**src/rtl/dct_frame_loader.sv**
```systemverilog
// Serial-to-parallel frame loader for the 16-point DCT: frame_valid 1 cycle after the closing sample.
// One frame can be held behind a stalled output slot; s_ready drops only while that held frame waits.
module dct_frame_loader #(
   parameter int N = 16,
   parameter int W = 16
) (
   input  logic           clk,
   input  logic           rst_n,
   input  logic           s_valid,
   output logic           s_ready,
   input  logic [W-1:0]   s_data,
   input  logic           s_last,
   output logic [N*W-1:0] xout,
   output logic           frame_valid,
   input  logic           frame_ready,
   output logic           err_short,
   output logic           err_nolast
);

   localparam int IW = $clog2(N);

   typedef enum logic {
      FILLING = 1'b0,
      FULL    = 1'b1
   } fill_state_t;

   fill_state_t    state, state_nxt;
   logic [W-1:0]   mem [N];
   logic [IW-1:0]  wr_idx;
   logic [N*W-1:0] held;
   logic [N*W-1:0] frame;
   logic           accept;
   logic           last_slot;
   logic           close;
   logic           slot_free;

   assign s_ready   = (state == FILLING);
   assign accept    = s_valid && s_ready;
   assign last_slot = (wr_idx == IW'(N - 1));
   assign close     = accept && (last_slot || s_last);
   assign slot_free = !frame_valid || frame_ready;

   // Closing frame: stored samples, the sample accepted this cycle, zeros beyond it.
   always_comb begin
      frame = '0;
      for (int i = 0; i < N; i++) begin
         if (IW'(i) < wr_idx)
            frame[i*W +: W] = mem[i];
         else if (IW'(i) == wr_idx)
            frame[i*W +: W] = s_data;
         else
            frame[i*W +: W] = '0;
      end
   end

   always_comb begin
      state_nxt = state;
      case (state)
         FILLING: if (close && !slot_free) state_nxt = FULL;
         FULL:    if (frame_ready)         state_nxt = FILLING;
         default: state_nxt = FILLING;
      endcase
   end

   always_ff @(posedge clk or negedge rst_n) begin
      if (!rst_n)
         state <= FILLING;
      else
         state <= state_nxt;
   end

   always_ff @(posedge clk or negedge rst_n) begin
      if (!rst_n) begin
         wr_idx      <= '0;
         held        <= '0;
         xout        <= '0;
         frame_valid <= 1'b0;
         err_short   <= 1'b0;
         err_nolast  <= 1'b0;
         for (int i = 0; i < N; i++) mem[i] <= '0;
      end else begin
         err_short  <= close && !last_slot;
         err_nolast <= close && last_slot && !s_last;

         if (accept) begin
            mem[wr_idx] <= s_data;
            wr_idx      <= close ? '0 : wr_idx + 1'b1;
         end

         if (state == FULL) begin
            // frame_valid stays high: the held frame replaces the consumed one.
            if (frame_ready) xout <= held;
         end else if (close) begin
            if (slot_free) begin
               xout        <= frame;
               frame_valid <= 1'b1;
            end else begin
               held <= frame;
            end
         end else if (frame_ready) begin
            frame_valid <= 1'b0;
         end
      end
   end

endmodule

```
**config.mk**
```make
export PLATFORM = sky130hd
export DESIGN_NAME = dct_frame_loader
export DESIGN_NICKNAME = d
export VERILOG_FILES = /design/src/rtl/dct_frame_loader.sv
export SDC_FILE = /design/constraint.sdc
export NUM_CORES = 1
export LEC_CHECK = 0
export BUFFER_PORTS_ARGS = -buffer_cell sky130_fd_sc_hd__buf_2
export CORE_UTILIZATION = 55
export DETAILED_ROUTE_END_ITERATION = 12
export PLACE_DENSITY = 0.84
export SETUP_SLACK_MARGIN = 0.02
export SYNTH_ARGS = -nofsm -noshare
export SYNTH_HDL_FRONTEND = slang
export SYNTH_SLANG_ARGS = --single-unit
```
**constraint.sdc**
```tcl
create_clock -name clk -period 3 [get_ports clk]
set_input_delay 0.6 -clock clk [delete_from_list [all_inputs] [get_ports clk]]
set_output_delay 0.6 -clock clk [all_outputs]
set_load 0.1 [all_outputs]
```
# Yosys cells after proc, flatten, opt, wreduce, memory -nomap -nowiden
# Index checks and enable logic that the tools add are counted.
# classes
addsub,1
n_lt_le_gt_ge,18
n_eq_ne,18
n_mux,46
n_bitwise,3
n_reduce_logical,20
# ops
operator,count
256-bit 2-to-1 mux,4
16-bit 2-to-1 mux,33
256-bit bitwise mux,1
16-bit demux with 4-bit select,1
4-bit equality test (first input constant),8
4-bit less-than comparator (first input constant),8
3-bit by 4-bit equality test with 1-bit output (first input constant),4
3-bit by 4-bit less-than comparator with 1-bit output (first input constant),4
3-bit AND reduction,3
2-bit by 4-bit equality test with 1-bit output (first input constant),2
1-bit by 4-bit less-than comparator with 1-bit output (first input constant),2
2-bit by 4-bit less-than comparator with 1-bit output (first input constant),2
1-bit logical AND,7
2-bit nonzero test,3
5-bit greater-or-equal comparator (second input constant),1
5-bit by 1-bit less-than comparator with 1-bit output (second input constant),1
1-bit 2-to-1 mux,5
4-bit inverter with 5-bit output,1
4-bit by 1-bit adder with 4-bit output (second input constant),1
1-bit by 4-bit equality test with 1-bit output (first input constant),1
4-bit equality test (second input constant),1
1-bit logical NOT,4
4-bit logical NOT,1
4-bit 2-to-1 mux,1
5 further kinds,7
# totals
reg_bits,776
in_bits,21
output_inout_bits,260
word_cells,129

# Depth between registers and ports, before layout
# Gate-level depths: netlist of the first run.
# logic_depth
depth_word,6
ltp_mapped,11
ltp_nobuf,6

# Least setup slack after synthesis of the first run
# No wires, ideal clock.
# synth_path
path_type,reg2out
startpoint,reg state
endpoint,out s_ready
t_arrival_ns,2.092
required_ns,2.400
setup_slack_ns,0.308
stages_incl_launch_ff,6
n_path_buf,4
path_cell_list,dfrtp_1 -> buf_2 -> inv_1 -> clkbuf_1 -> clkbuf_1 -> clkbuf_1
# synth_via
elab_chain_cells,1
# synth_lines
item,line_no,text
start: declaration,27,"fill_state_t state, state_nxt;"
start signal: assignment,69,state <= state_nxt;
1-bit inverter (no source line),--,
end: declaration,10,"output logic s_ready,"
# No other way between the ends.

# Final worst setup path of the first run
# Ends and elaborated chain as after synthesis.

==> results of run 1 <==
==> registers in the layout, indices dropped and copies added (netlist names) <==
name,count
held,256
xout,256
mem,240
wr_idx,4
err_nolast,1
err_short,1
frame_valid,1
state,1
==> stage by stage <==
step / cells / hold slack [ns] / setup slack (ns) / util (%)
after CTS: 4276 / 0.317 / 0.160 / 63.4
after detailed placement: 4133 / 0.467 / 0.370 / 59.1
after global placement: 4133 / 0.460 / 0.461 / 59.1
after floorplan: 3245 / 0.304 / 0.308 / -
final: 4280 / 0.345 / 0.166 / 63.4
after global routing: 4279 / 0.389 / 0.0745 / 63.4
==> power breakdown <==
| part | internal [µW] | switching [µW] |
|---|---|---|
| Combinational | 2620 | 9540 |
| Clock | 5980 | 4200 |
| Sequential | 12100 | 1470 |
==> tightest hold or removal path, cell delays in order <==
cell and delay [ns]:
buf_2 0.16, nor2_1 0.08, nand2_1 0.05, o21ai_0 0.06
==> final cells by class <==
| class | instances | share of cell area, % |
|---|---|---|
| clock buffers | 114 | 5.89 |
| well taps | 846 | 2.65 |
| diodes | 4 | 0.0251 |
| flip-flops and latches | 760 | 47.7 |
| repair buffers | 389 | 6.44 |
| clock inverters | 28 | 0.856 |
| multi-input cells | 2133 | 36.4 |
| inverters | 6 | 0.0564 |
==> cell usage after synthesis, types with 5 or more instances <==
master	instances	area (µm²)
mux2_2	303	3410
buf_4	5	37.5
nand2_1	359	1350
and3_1	81	507
a22oi_1	78	586
nand3_1	5	25.0
o31ai_1	45	338
a32o_1	16	160
o21ai_1	8	40.0
nor4bb_1	32	320
o22a_1	32	280
nor2b_1	6	37.5
a221oi_1	47	412
o22ai_1	145	907
buf_2	100	500
o21ai_0	290	1450
nand3_2	6	60.1
buf_1	18	67.6
a21oi_1	82	410
a32oi_1	16	140
nor2_2	5	31.3
mux2i_1	95	951
inv_1	5	18.8
and2_1	33	206
a211oi_1	113	848
nor2_1	58	218
nor3_1	146	731
a2bb2oi_1	33	289
clkbuf_1	220	826
a31oi_1	49	307
o21a_1	15	113
ha_1	5	62.6
dfrtp_1	760	19000
==> per-layer routing <==
layer	track usage [%]	up-vias	part of all wire, %
met5	0	-	0
met4	14.7	0	4.1
met3	6.80	248	9.8
met2	48.4	1558	46
met1	45.1	14210	40
li1	-	12239	-
==> final timing paths <==
path	to	start	slack, ns	cells past startpoint
setup / recovery	s_ready	state$_DFF_PN0_	0.17	2
hold / removal	wr_idx[2]$_DFFE_PN0N_	s_last	0.35	4
setup reg to reg	xout[77]$_DFFE_PN0P_	wr_idx[1]$_DFFE_PN0N_	0.24	6
hold reg to reg	held[195]$_DFFE_PN0P_	held[195]$_DFFE_PN0P_	0.48	2
max in group asynchronous	xout[205]$_DFFE_PN0P_	rst_n	1.49	4
min in group asynchronous	held[21]$_DFFE_PN0P_	rst_n	0.51	2
==> cell families after synthesis <==
logic type	synth area share [%]
compound gates	18.3
fa+ha+maj	0.179
mux	12.5
simple gates	10.4
flops	54.4
buf+inv	4.26
==> what timing repair did <==
action | CTS | global route
hold buffers | 1 | 0
setup buffers | 0 | 0
endpoints found under the hold margin | 35 | 0
==> cell usage in the layout (no fill, tap or decap), types with 5 or more instances in the layout <==
cell       synthesis  final
buf_12             0     27
nand2_1          359    358
a2bb2oi_1         33     33
clkbuf_1         220     13
bufinv_16          0      6
a22oi_1           78     78
o22a_1            32     32
buf_4              5     81
o21ai_0          290    290
mux2i_1           95     95
dfrtp_1          760    757
and2_1            33     33
mux2_2           303    303
a21oi_1           82     81
clkbuf_8           0     20
and3_1            81     81
inv_1              5      5
a32o_1            16     16
a31oi_1           49     49
clkbuf_16          0     81
nor2b_1            6      6
a32oi_1           16     16
nor4bb_1          32     32
buf_2            100    279
nor2_2             5      6
o31ai_1           45     45
nor3_1           146    146
a221oi_1          47     47
o21ai_1            8      8
nor2_1            58     55
nand3_2            6      6
clkinv_2           0     11
o21a_1            15     15
o22ai_1          145    145
nand3_1            5      5
a211oi_1         113    113
==> results.yml, run 1 <==
route:
  wire_per_inst_um: 24.4
  via_count: 28255
  drt_wl_total_mm: 105
  drt_iter0_markers: 3696
  postRouteAntennaNets: 0
  first_pass_iters: 6
  drc: 0
  vias_per_cell: 6.60
timing:
  layout_min_cycle_time_ns: 2.83
  finClkSkew_ns: 0.0338
  max-slew-margin-rel_pct: 3.80
  drv_slew: 0
  fmax_mhz: 353
  setup_viol: 0
  fin_crit_sh_pct: 94.5
  setup_tns_ns: 0
  rsz0062_at_grt: "no"
  hold_violations: 0
  tightest_slew_ns: 1.44
final_layout:
  multi_input_area_um2: 14500
  fillers: 4651
  nets: 3396
  fin_area_um2: 39900
  drive_gt1_share_pct: 25.0
  syn_to_final_growth_pct: 14.2
  seqCellArea_um2: 19000
setup_path:
  cp_cell_sequence: "inv_1 > buf_2"
  cp.buffers_inverters: 2
  critPathSlowestCell: "dfrtp_4"
  cp_slowest_stage_delay_ns: 0.63
  path_max_fanout: 26
  cp_top_family: "buffers and inverters"
  path_class: "reg2out"
  worstPathRequired_ns: 2.40
  arrival_ns: 2.23
  crit_path_end_kind: "output port"
  startpoint_type: "flop"
outcome:
  status: "finished, final reports clean"
placed_design:
  dp_hpwl_mm: 64.0
  port-buffer-count: 280
  gp_congestion: 0.864
  placed_cell_area_um2: 37200
global_routing:
  antenna_found_initial: 5
  grt_overflow: 0
  grt_pass1_wl_mm: 161
  grt_pass1_vias: 26984
  grt_max_degree: 145
  track_usage_pct: 32.3
hold_path:
  hold_path.class: "in2reg"
logic_synthesis:
  yosysWarnings: 0
  synth-edff-count: 0
  yosys_most_used_dff: "dfrtp_1"
  synth.yosys.seq_area_share_pct: 54.4
  synth_area_um2: 35000
  synth_seq_cells: 760
  synth_fp_nets: 3271
  synth_cell_type_count: 54
  synth_area_per_cell_um2: 10.8
  synth_cells: 3245
  async_flop_share_pct: 100
clock_tree:
  root_buffer: "clkbuf_16"
  cts_sinks: 760
  htreeDepth: 3
  clockBufferDepth: 3
  insertion_delay_ns: 0.65
  cts_resized: 0
  cts_tree: "done"
  cts_buffers: 80
  clk_pin_slew_ns: 0.07
power_and_ir_drop:
  power_density_nw_per_um2: 900
  ir_drop_mv: 0.871
  p_leak_uw: 0.0181
  power_uw: 35900
flow_run:
  drv_cap: 0
floorplan:
  dieArea_um2: 64600
  ios: 281
  core_area_um2: 63000
  fp.dieW_um: 254
  die_h_um: 254
  rows: 92
  initial_core_util_pct: 55.5
Note: power is estimated with default switching activity, not from simulation.
==> run 2: changes to the inputs <==
--- a/config.mk
+++ b/config.mk
@@ -8,7 +8,9 @@
 export BUFFER_PORTS_ARGS = -buffer_cell sky130_fd_sc_hd__buf_2
 export CORE_UTILIZATION = 55
 export DETAILED_ROUTE_END_ITERATION = 12
+export GPL_TIMING_DRIVEN = 0
 export PLACE_DENSITY = 0.84
+export REMOVE_ABC_BUFFERS = 1
 export SETUP_SLACK_MARGIN = 0.02
 export SYNTH_ARGS = -nofsm -noshare
 export SYNTH_HDL_FRONTEND = slang
==> run 2 against run 1 <==
Net effect:
- setup slack got worse by 0.075 ns
- critical endpoint is now xout[29]$_DFFE_PN0P_
- count of clock-buffer cells in the layout increased by 8
- highest routed layer is now met5
- combinational power about the same
- clock power about the same
==> results.yml, run 2 (same netlist as run 1, synthesis figures left out) <==
outcome:
  status: "finished, final reports clean"
power_and_ir_drop:
  p_sw_uw: 15000
  combPwrFrac_pct: 34.1
  intPower_uw: 20800
  p_leak_uw: 0.0181
  pwr-share-seq_pct: 37.7
  ir_drop_mv: 0.915
  power_density_nw_per_um2: 889
  p_sw_share_pct: 42.0
  clkPwrFrac_pct: 28.2
clock_tree:
  clockBufferDepth: 3
  cts_sinks: 760
  insertion_delay_ns: 0.62
  htreeDepth: 3
  root_buffer: "clkbuf_16"
  cts_buffers: 80
  clk_pin_slew_ns: 0.06
  cts_tree: "done"
timing:
  setup_ws_ns: 0.0902
  layout_min_cycle_time_ns: 2.91
  tightest_slew_ns: 1.38
  setup_viol: 0
  rsz0062_at_grt: "no"
  drv_slew: 0
  finClkSkew_ns: 0.0171
  fin_crit_sh_pct: 97.0
  max-slew-margin-rel_pct: 7.67
  fmax_mhz: 344
  hold_violations: 0
setup_path:
  worstPathRequired_ns: 3.50
  path_max_fanout: 21
  arrival_ns: 3.41
  rr_worst_depth: 9
  worst_path_most_repeated_cell: "buf_4"
  cp_cell_sequence: "ha_2 > a31oi_4 > nor4_4 > buf_4 > buf_4 > buf_4 > buf_4 > buf_4 > a211oi_1"
  path_class: "reg2reg"
  startpoint_type: "flop"
  critPathSlowestCell: "dfrtp_4"
  cp_slowest_stage_delay_ns: 0.66
  crit_path_end_kind: "flop"
hold_path:
  hold_path.class: "in2reg"
  min_path_cells: 4
final_layout:
  reg_top3: "held: 256 flops, xout: 256 flops, mem: 240 flops"
  final_common_cell: "dfrtp_1"
  drive_gt1_share_pct: 24.7
  nets: 3369
  fillers: 4832
  layout_common_cells: "dfrtp_1, nand2_1, mux2_2"
  stdcell_count: 4251
  syn_to_final_growth_pct: 15.2
route:
  drt_wl_total_mm: 103
  drc: 0
  vias_per_cell: 6.47
  drt_iter0_markers: 3119
  wire_per_inst_um: 24.2
  postRouteAntennaNets: 0
  via_count: 27496
  first_pass_iters: 5
placed_design:
  dp_hpwl_mm: 57.8
  place_ws_ns: -1.65
  gp_congestion: 0.742
  dp_cells: 4087
  port-buffer-count: 280
global_routing:
  grt_pass1_wl_mm: 159
  grt_overflow: 0
  grt_pass1_vias: 27386
  grt_max_degree: 123
  antenna_found_initial: 2
  track_usage_pct: 31.8
floorplan:
  fp.dieW_um: 254
  core_area_um2: 63000
  ios: 281
  rows: 92
  initial_core_util_pct: 55.5
  die_h_um: 254
  dieArea_um2: 64600
flow_run:
  drv_cap: 0
==> run 2: worst paths after layout <==
check	from	slack (ns)	endpoint
setup / recovery	wr_idx[1]$_DFFE_PN0N_	0.09	xout[29]$_DFFE_PN0P_
hold / removal	s_last	0.41	wr_idx[2]$_DFFE_PN0N_
setup reg to reg	wr_idx[1]$_DFFE_PN0N_	0.09	xout[29]$_DFFE_PN0P_
hold reg to reg	held[58]$_DFFE_PN0P_	0.48	held[58]$_DFFE_PN0P_
max in group asynchronous	rst_n	0.46	mem[210]$_DFFE_PN0P_
min in group asynchronous	rst_n	0.52	mem[206]$_DFFE_PN0P_
==> run 2: layer usage <==
| metal | track usage [%] | share of wire (%) | vias up |
|---|---|---|---|
| met1 | 42.1 | 41 | 13848 |
| met5 | 0 | 0.016 | - |
| met2 | 50.4 | 48 | 1197 |
| met4 | 14.7 | 3.9 | 2 |
| met3 | 6.59 | 7.8 | 249 |
| li1 | - | - | 12200 |
==> run 2: power groups by stage <==
stage,clock network (µW),registers [µW],logic [µW]
2_1_floorplan,0,19600,3240
4_1_cts,10200,13400,12200
5_1_grt,10600,13700,12700
6_report,10100,13500,12200
3_3_place_gp,0,13700,11800
3_5_place_dp,0,13700,12000
==> run 2: cell type report <==
class                   instances  area (µm²)  share of cell area, %
repair inverters                1        5.00                 0.0124
clock inverters                20         214                  0.531
well taps                     846        1060                   2.63
flip-flops and latches        760       19000                   47.3
repair buffers                359        2810                   6.98
inverters                       6        26.3                 0.0653
multi-input cells            2135       14700                   36.4
clock buffers                 122        2450                   6.07
diodes                          2        5.00                 0.0124
==> run 2: critical path, delay by kind of cell, from the launching register on <==
family | cells | cell delay, ns
compound gates | 2 | 0.34
fa+ha+maj | 1 | 0.41
buf+inv | 5 | 1.01
flops | 1 | 0.66
simple gates | 1 | 0.34
==> run 2: metrics by stage <==
| step | TNS, ns | total power, µW | hold WS (ns) | instance area (µm²) | util [%] |
|---|---|---|---|---|---|
| 5_1_grt | 0 | 37100 | 0.430 | 40300 | 63.9 |
| 3_5_place_dp | -524.67 | 25600 | 0.468 | 37200 | 59.1 |
| 4_1_cts | 0 | 35900 | 0.370 | 40200 | 63.9 |
| 3_3_place_gp | - | 25500 | 0.457 | 35900 | 57.1 |
| 6_report | 0 | 35800 | 0.408 | 40300 | 63.9 |
| 2_1_floorplan | -5495.59 | 22900 | 0.304 | 33500 | - |
==> run 2: repair_timing <==
item | in CTS | in global routing
gates resized for setup | 20 | 2
gates cloned | 3 | 0
pin swaps | 5 | 1
buffers inserted | 15 | 1
setup endpoints to repair | 757 | 115
hold endpoints to repair | 7 | 0
hold buffers | 1 | 0
